File: src/rtl/pipe_stage_buffer.sv
// Pipeline stage register with valid/ready handshake, optional two-entry skid storage,
// flush-to-bubble and a saturating bubble-cycle counter. All state changes on the falling edge.
module pipe_stage_buffer #(
  parameter int unsigned       DATA_W    = 32,
  parameter int unsigned       PC_W      = 32,
  parameter logic [DATA_W-1:0] NOP_INSTR = '0,
  parameter bit                SKID      = 1'b1,
  parameter int unsigned       CNT_W     = 16
) (
  input  logic              clock,
  input  logic              reset,
  input  logic              flush,
  input  logic              in_valid,
  output logic              in_ready,
  input  logic [DATA_W-1:0] in_instr,
  input  logic [PC_W-1:0]   in_pc,
  output logic              out_valid,
  input  logic              out_ready,
  output logic [DATA_W-1:0] out_instr,
  output logic [PC_W-1:0]   out_pc,
  output logic [CNT_W-1:0]  bubble_cnt
);

  typedef enum logic [1:0] {StEmpty, StOne, StTwo} state_e;

  state_e              state_q, state_d;
  logic                in_ready_q;
  logic [DATA_W-1:0]   head_instr_q, skid_instr_q;
  logic [PC_W-1:0]     head_pc_q, skid_pc_q;
  logic [CNT_W-1:0]    bubble_cnt_q;
  logic                accept, consume;

  assign accept  = in_valid & in_ready;
  assign consume = out_valid & out_ready;

  // State register
  always_ff @(negedge clock) begin
    if (reset) begin
      state_q    <= StEmpty;
      in_ready_q <= 1'b1;
    end else begin
      state_q    <= state_d;
      in_ready_q <= (state_d != StTwo);
    end
  end

  // Next-state logic; flush overrides any handshake
  always_comb begin
    state_d = state_q;
    case (state_q)
      StEmpty: if (accept) state_d = StOne;
      StOne: begin
        if (accept && !consume && SKID) state_d = StTwo;
        else if (!accept && consume)    state_d = StEmpty;
      end
      StTwo:   if (consume) state_d = StOne;
      default: state_d = StEmpty;
    endcase
    if (flush) state_d = StEmpty;
  end

  // Output logic
  always_comb begin
    out_valid = (state_q != StEmpty);
    in_ready  = SKID ? in_ready_q : (!out_valid | out_ready);
    out_instr = out_valid ? head_instr_q : NOP_INSTR;
    out_pc    = out_valid ? head_pc_q : '0;
  end

  // Payload storage; an input offered together with flush is dropped
  always_ff @(negedge clock) begin
    if (reset) begin
      head_instr_q <= '0;
      head_pc_q    <= '0;
      skid_instr_q <= '0;
      skid_pc_q    <= '0;
    end else if (!flush) begin
      if (state_q == StTwo && consume) begin
        head_instr_q <= skid_instr_q;
        head_pc_q    <= skid_pc_q;
      end else if (accept && (state_q == StEmpty || consume)) begin
        head_instr_q <= in_instr;
        head_pc_q    <= in_pc;
      end
      if (SKID && accept && state_q == StOne && !consume) begin
        skid_instr_q <= in_instr;
        skid_pc_q    <= in_pc;
      end
    end
  end

  always_ff @(negedge clock) begin
    if (reset) begin
      bubble_cnt_q <= '0;
    end else if (!out_valid && bubble_cnt_q != {CNT_W{1'b1}}) begin
      bubble_cnt_q <= bubble_cnt_q + 1'b1;
    end
  end

  assign bubble_cnt = bubble_cnt_q;

endmodule
File: config.mk
export PLATFORM = sky130hd
export DESIGN_NAME = pipe_stage_buffer
export DESIGN_NICKNAME = d
export VERILOG_FILES = /design/src/rtl/pipe_stage_buffer.sv
export SDC_FILE = /design/constraint.sdc
export NUM_CORES = 1
export LEC_CHECK = 0
export CORE_AREA = 3 3 115 117
export DETAILED_ROUTE_END_ITERATION = 16
export DIE_AREA = 0 0 118 120
export PLACE_DENSITY = 0.91
export RECOVER_POWER = 25
export SYNTH_ARGS = -nofsm -noshare
export SYNTH_HDL_FRONTEND = slang
export SYNTH_SLANG_ARGS = --single-unit
File: constraint.sdc
create_clock -name clock -period 2.5 [get_ports clock]
set_input_delay 0.5 -clock clock [delete_from_list [all_inputs] [get_ports clock]]
set_output_delay 0.5 -clock clock [all_outputs]
set_load 0.03 [all_outputs]
==> qor.txt, run 1 <==
Ys flop type = dfxtp_1
Number of instances resized during post-cts repair = 271
Share of async-settable or async-resettable flops after synthesis = 0
CTS hold repair buffers = 0
Initial Utilization = 0.543
Portion of the post-synthesis area used by sequential elements = 0.435
Clock sink total = 147
Horiz. Die Dim = 118 microns
Run status = aborted with a tool error
Maximum clock path buffer count = 2
Cell area after synthesis = 6770 sq um
Count of buffers added by post-CTS timing repair for setup = 56
Exit stage = clock tree synthesis
Buffers added on ports = 150
I/O pin cnt = 151
Number of placement rows = 41
Master cell of the clock root buffer = clkbuf_16
Number of enable flip-flop cells after synthesis = 0
Err = [ERROR DPL-0033] detailed placement checks failed during check placement.
Warnings from Yosys = 0
Yosys reg bits = 147
Cts bufs inserted = 17
Post-synthesis cell type count = 36
Post-detailed-placement half-perimeter wirelength = 12300 microns
Die height = 120 microns
Worst setup slack after placement = -0.967 ns
Synth Area per Inst = 8.11 sq um
Global placer's final weighted congestion = 0.875
Post-synthesis cell count = 835
Mapped Nets = 905
Level count of the clock H-tree = 4
kinds of logic after synthesis:
family / after synthesis / synth area share
AO/OA/AOI/OAI: 162 / 0.197
adder cells (fa/ha/maj): 1 / 0.00185
buffers and inverters: 78 / 0.0580
flip-flops: 147 / 0.435
multiplexers: 2 / 0.00296
AND/OR/NAND/NOR: 445 / 0.306
synthesized netlist by cell type, drive strengths merged, types with 2 or more instances:
library cell,count,share of area
dfxtp,147,0.43
a31oi,2,0.0018
nor2,71,0.040
o21bai,2,0.0022
nor3,3,0.0022
and3,2,0.0018
a311oi,64,0.12
nand2,202,0.11
clkbuf,35,0.019
o21ai,6,0.0044
o31ai,8,0.0089
nand3,71,0.052
nand4,5,0.0046
or3,6,0.0055
or4,8,0.0089
nand2b,3,0.0039
and2,65,0.060
mux2i,2,0.0030
a21oi,79,0.058
nor4,4,0.0081
buf,39,0.036
inv,4,0.0022
stage by stage:
step	cells	hold slack, ns	TNS (ns)	util	cell area [sq um]
2_1_floorplan	835	0.432	-64.38	-	7280
3_3_place_gp	1149	0.435	-125.94	0.719	8960
3_5_place_dp	1149	0.440	-130.55	0.719	8960
==> run 2, diff against run 1 <==
- CORE_AREA: 3 3 115 117 -> 3 3 135 137
- DIE_AREA: 0 0 118 120 -> 0 0 138 140
- PLACE_DENSITY: 0.91 -> not set
- PLACE_DENSITY_LB_ADDON: not set -> 0.15
==> run 2 against run 1 <==
  * Area after synthesis is the same
  * Synthesized cell count unchanged
  * The flow now finishes, with violations (negative setup slack)
==> qor.txt, run 2 <==
Launch instance of the worst min-delay path = skid_instr_q[23]$_SDFFE_NP0P_
Post-synthesis cell type count = 36 (unchanged)
I/O pin cnt = 151 (unchanged)
TritonCTS clock tree = done
Post-synthesis cell count = 835 (unchanged)
Slew Limit Headroom = 0.539
Standard cell core area = 17200 sq um
Yosys reg bits = 147 (unchanged)
Data arrival time of the critical path = 2.74 ns
Latest clock arrival within the worst-skew pair = 0.46 ns
Max IR drop VDD = 459 uV
Number of global-route vias before repair = 8377
Number of instances on the worst hold path = 2
Master cell of the clock root buffer = clkbuf_16
Routed wire length = 27100 microns
Average wire length per cell after detail routing = 18.2 microns
Cell area after synthesis = 6770 sq um (unchanged)
Leak = 5.91 nW
Share of async-settable or async-resettable flops after synthesis = 0 (unchanged)
Post-layout power = 7.10 mW
Type of the worst setup path = reg2out
Global placer's final weighted congestion = 0.815 (-6.9%)
Remaining number of nets flagged by the antenna check after routing = 0
Maximum clock path buffer count = 2 (unchanged)
Slew of the pin with the lowest slew margin = 0.686 ns
Synth Area per Inst = 8.11 sq um (unchanged)
Detailed Routing Iterations Pass 1 = 7
Kind of capture point of the worst setup path = output port
Total power density per cell area = 534 nW/um^2
Endpoint required time on the critical path = 2.00 ns
Level count of the clock H-tree = 4 (unchanged)
Fin worst setup slack = -0.743 ns
Largest net degree at the start of global routing = 42
Initial Utilization = 0.394 (-0.149)
Final number of hold-violating endpoints = 0
Synth area leader = dfxtp_1
Final core utilization = 0.773
RSZ-0062 raised after global routing = true
Commonest cells in the netlist = 202 x nand2_1, 147 x dfxtp_1, 79 x a21oi_1
Buffers added on ports = 150 (unchanged)
Count leader, synth = nand2_1
Startpoint kind of the worst setup timing path = flop
Post-detailed-route DRC marker count = 0
Total GRT Usage = 0.259
Synth top area cells = dfxtp_1 43%, nand2_1 11%, a311oi_2 8.9%, and2_1 6.0%, a21oi_1 5.8%
Worst setup slack after placement = -0.966 ns (+0.000837 ns)
Violated checks = negative setup slack
First-pass GRT wire length = 40800 microns
Count of cells along the worst register-to-register path = 9
Number of placement rows = 48 (+17%)
Worst reg-to-reg setup slack = 0.61 ns
Setup TNS after final layout = -70.91 ns
Initial detailed-routing violation count = 335
Average via count per standard cell = 5.30
Post-detailed-placement half-perimeter wirelength = 12800 microns (+3.7%)
Via total after detailed routing = 7875
Critical R2R Launch = state_q[0]$_SDFF_NP0_
Cts bufs inserted = 17 (unchanged)
Portion of the post-synthesis area used by sequential elements = 0.435 (unchanged)
Synth top area share = 0.435 (unchanged)
Max-Cap Viols = 0
Ant diodes = 0
Endpoint of the most critical register-to-register path = head_instr_q[29]$_SDFFE_NP0P_
Area delta synth->final = 96.1%
Final count of negative-setup-slack endpoints = 214
Class of the most critical hold timing path = reg2reg
Final nets = 1322
Final Skew = 0.0212 ns
Number of enable flip-flop cells after synthesis = 0 (unchanged)
Die height = 140 microns (+17%)
Fraction of final layout cells with drive strength greater than 1 = 0.517
Warnings from Yosys = 0 (unchanged)
Leading cell types in the layout, fill and taps excluded = 154 x inv_1, 128 x dfxtp_1, 104 x buf_6
Ys flop type = dfxtp_1
Die Outline Area = 19300 sq um
Horiz. Die Dim = 138 microns (+17%)
Mapped Nets = 905 (unchanged)
Biggest fanout along the worst timing path = 8
Clock sink total = 147 (unchanged)
Initial antenna violation count = 0
Most common cell after layout, fill and taps aside = inv_1
Final Slew Violations = 0
Clock slew seen by the registers of the worst setup and hold paths = 0.04 ns
Run status = finished, violations left
Grt total ovfl = 0
Sink of the worst hold path = skid_instr_q[23]$_SDFFE_NP0P_
run 2: cell counts after synthesis:
Identical to the previous run, type by type.
run 2: cell type report:
cell class	count	area, sq um
Clock inverter	159	664
Inverter	3	18.8
Multi-Input combinational cell	610	4910
Fill cell	1168	3890
Tap cell	225	282
Timing Repair Buffer	326	4000
Sequential cell	147	2980
Clock buffer	17	425
run 2: kinds of logic (layout without fill, tap and decap cells):
logic type / count (synthesis) / in the layout / share of synthesized area
DFF: 147 / 147 / 0.435
AOI/OAI and AO/OA: 162 / 162 / 0.197
muxes: 2 / 2 / 0.00296
and+or+nand+nor: 445 / 445 / 0.306
buffers and inverters: 78 / 505 / 0.0580
adders and majority gates: 1 / 1 / 0.00185
run 2: stage by stage:
stage          cell area [sq um]  hold slack (ns)  std cells
2_1_floorplan               7280            0.432        835
3_3_place_gp                9130            0.436       1216
3_5_place_dp                9130            0.442       1216
4_1_cts                    12500            0.448       1486
5_1_grt                    13300            0.475       1487
6_report                   13300            0.455       1487
run 2: how the worst max path moves through the flow:
stage,start,to,slack (ns)
after floorplan,out_ready,skid_pc_q[20]$_SDFFE_NP0P_,-0.45
after global placement,in_valid,head_pc_q[0]$_SDFFE_NP0P_,-0.94
after detailed placement,in_valid,head_pc_q[10]$_SDFFE_NP0P_,-0.97
after CTS,state_q[1]$_SDFF_NP0_,out_pc[22],-0.75
after global routing,state_q[0]$_SDFF_NP0_,out_pc[12],-0.77
final,state_q[0]$_SDFF_NP0_,out_pc[12],-0.74
run 2: worst max-delay path, cell delays in order (launching register included):
cell and delay (ns):
dfxtp_2 0.33, nor2_4 0.17, inv_8 0.10, buf_6 0.15, and2_4 0.13, buf_4 0.16
run 2: power breakdown:
group          internal, mW  switching [mW]
Clock                  1.75            1.62
Combinational         0.619           0.565
Sequential             2.46          0.0896
Total                  4.83            2.27
run 2: repair_timing:
action,in CTS,in global routing
buffers inserted,72,17
pin swaps,100,134
endpoints found under the setup margin,213,211
cloned,27,5
hold buffers,0,0
resized for setup,279,260
run 2: per-layer routing:
metal  vias up  wire length, microns  global-route usage
met5         -                     0                   0
met4         0                   597               0.121
met3        50                  1350              0.0888
met2       256                 14000               0.430
met1      3829                 11100               0.302
li1       3740                     -                   -
No activity file was read; power rests on OpenSTA's default activity.
==> run 3, diff against run 2 <==
- CORE_AREA: 3 3 135 137 -> 10 10 142 144
- DIE_AREA: 0 0 138 140 -> 0 0 152 154
==> run 3 against run 2 <==
  * The flow still finishes with violations (negative setup slack)
  * Critical path depth is the same
  * Die area is 21% higher
  * Design area fell by 0.86%
  * Critical path type unchanged
  * Largest cell class unchanged
==> qor.txt, run 3 (synthesis gave the netlist of run 2 again) <==
Run status = finished, violations left
Violated checks = negative setup slack
Post-detailed-placement half-perimeter wirelength = 14000 microns (+9.5%)
Buffers added on ports = 150 (unchanged)
Biggest fanout along the worst timing path = 20 (+12)
Worst setup slack after placement = -0.964 ns (+0.00174 ns)
Leading cell types in the layout, fill and taps excluded = 153 x inv_1, 128 x dfxtp_1, 123 x nand2_1
Total power density per cell area = 547 nW/um^2 (+2.4%)
Detailed Routing Iterations Pass 1 = 5 (-2)
Fraction of final layout cells with drive strength greater than 1 = 0.495 (-0.0226)
Ant diodes = 0 (unchanged)
Final count of negative-setup-slack endpoints = 210 (-1.9%)
Final Slew Violations = 0 (unchanged)
Slew Limit Headroom = 0.529 (-0.0106)
RSZ-0062 raised after global routing = true
First-pass GRT wire length = 41500 microns (+1.6%)
Area delta synth->final = 94.5%
Number of global-route vias before repair = 8261 (-1.4%)
Via total after detailed routing = 8066 (+2.4%)
Die height = 154 microns (+10%)
CTS hold repair buffers = 0 (unchanged)
Standard cell core area = 17200 sq um (unchanged)
Final std cell area, no fill = 13200 sq um (-0.86%)
Startpoint kind of the worst setup timing path = flop
Final core utilization = 0.767 (-0.00663)
Initial Utilization = 0.394 (unchanged)
Type of the worst setup path = reg2out
Clock sink total = 147 (unchanged)
Total GRT Usage = 0.212 (-0.0468)
Final Skew = 0.0375 ns (+0.0163 ns)
TritonCTS clock tree = done
Kind of capture point of the worst setup path = output port
I/O pin cnt = 151 (unchanged)
Initial detailed-routing violation count = 466 (+39%)
Largest net degree at the start of global routing = 49 (+17%)
Post-layout power = 7.21 mW (+1.5%)
Max-Cap Viols = 0 (unchanged)
Final number of hold-violating endpoints = 0 (unchanged)
Endpoint required time on the critical path = 2.00 ns (about the same)
Slew of the pin with the lowest slew margin = 0.702 ns (+0.0157 ns)
Grt total ovfl = 0 (unchanged)
Final nets = 1326 (+0.30%)
Cts bufs inserted = 17 (unchanged)
Horiz. Die Dim = 152 microns (+10%)
Data arrival time of the critical path = 2.72 ns (-0.02 ns)
Max IR drop VDD = 492 uV (+7.0%)
Level count of the clock H-tree = 4 (unchanged)
Average via count per standard cell = 5.41 (+2.1%)
Post-detailed-route DRC marker count = 0 (unchanged)
Maximum clock path buffer count = 2 (unchanged)
Initial antenna violation count = 0 (unchanged)
Average wire length per cell after detail routing = 18.9 microns (+3.8%)
Number of placement rows = 48 (unchanged)
Master cell of the clock root buffer = clkbuf_16
Clock slew seen by the registers of the worst setup and hold paths = 0.04 ns (about the same)
Final Hold Slack = 0.462 ns (+0.00684 ns)
Routed wire length = 28200 microns (+4.2%)
Fin worst setup slack = -0.725 ns (+0.0186 ns)
Cell area reported after detailed placement = 9270 sq um (+1.6%)
Remaining number of nets flagged by the antenna check after routing = 0 (unchanged)
Most common cell after layout, fill and taps aside = inv_1
Leak = 5.62 nW (-4.9%)
Latest clock arrival within the worst-skew pair = 0.47 ns (about the same)
Global placer's final weighted congestion = 0.785 (-3.6%)
Die Outline Area = 23400 sq um (+21%)
Class of the most critical hold timing path = reg2reg
run 3: changes by cell type in the layout (fill, tap and decap cells not counted), moves of 5 or more:
cell | previous run | this run
nor2_2 | 24 | 19
nand2_2 | 27 | 6
nand2_4 | 84 | 73
nand2_1 | 91 | 123
buf_4 | 78 | 89
buf_8 | 12 | 6
run 3: routing by layer:
layer	wire length (microns)	vias to the layer above	global-route usage	part of all wire
met1	11500	3926	0.241	0.41
met2	14400	327	0.354	0.51
met3	1760	49	0.0795	0.062
met5	0	-	0	0
met4	507	0	0.0839	0.018
li1	-	3764	-	-
run 3: path summary, 6_finish.rpt:
kind | from | endpoint | slack [ns] | cells after the start
max reg2reg | bubble_cnt[13]$_SDFFE_NP0P_ | bubble_cnt[0]$_SDFFE_NP0P_ | 0.59 | 6
min reg2reg | skid_instr_q[28]$_SDFFE_NP0P_ | skid_instr_q[28]$_SDFFE_NP0P_ | 0.46 | 2
max | state_q[0]$_SDFF_NP0_ | out_pc[22] | -0.72 | 5
min | skid_instr_q[28]$_SDFFE_NP0P_ | skid_instr_q[28]$_SDFFE_NP0P_ | 0.46 | 2
run 3: timing repair:
| action | CTS | global route |
|---|---|---|
| setup endpoints to repair | 213 | 210 |
| cloned | 26 | 4 |
| pin swaps | 86 | 112 |
| buffers inserted | 51 | 27 |
| resized for setup | 250 | 224 |
run 3: area by class of cell:
| class | instances | area [sq um] |
|---|---|---|
| inverters | 3 | 16.3 |
| fillers | 1128 | 4010 |
| repair buffers | 330 | 4020 |
| well taps | 225 | 282 |
| multi-input cells | 610 | 4780 |
| clock buffers | 17 | 425 |
| flip-flops and latches | 147 | 2980 |
| clock inverters | 160 | 667 |
run 3: metrics by stage:
stage | TNS (ns) | std cells
floorplan | -64.38 | 835
global placement | -131.42 | 1230
detailed placement | -135.19 | 1230
CTS | -67.78 | 1480
global route | -77.63 | 1492
finish | -72.01 | 1492
run 3: critical path, stage by stage, from the launching register on:
cell     delay (ns)
dfxtp_2        0.32
nor2_4         0.15
inv_6          0.09
buf_12         0.16
and2_4         0.16
buf_6          0.13
run 3: power by group:
part	internal, mW	switching (mW)
combinational	0.632	0.547
clock	1.75	1.73
sequential	2.46	0.0912
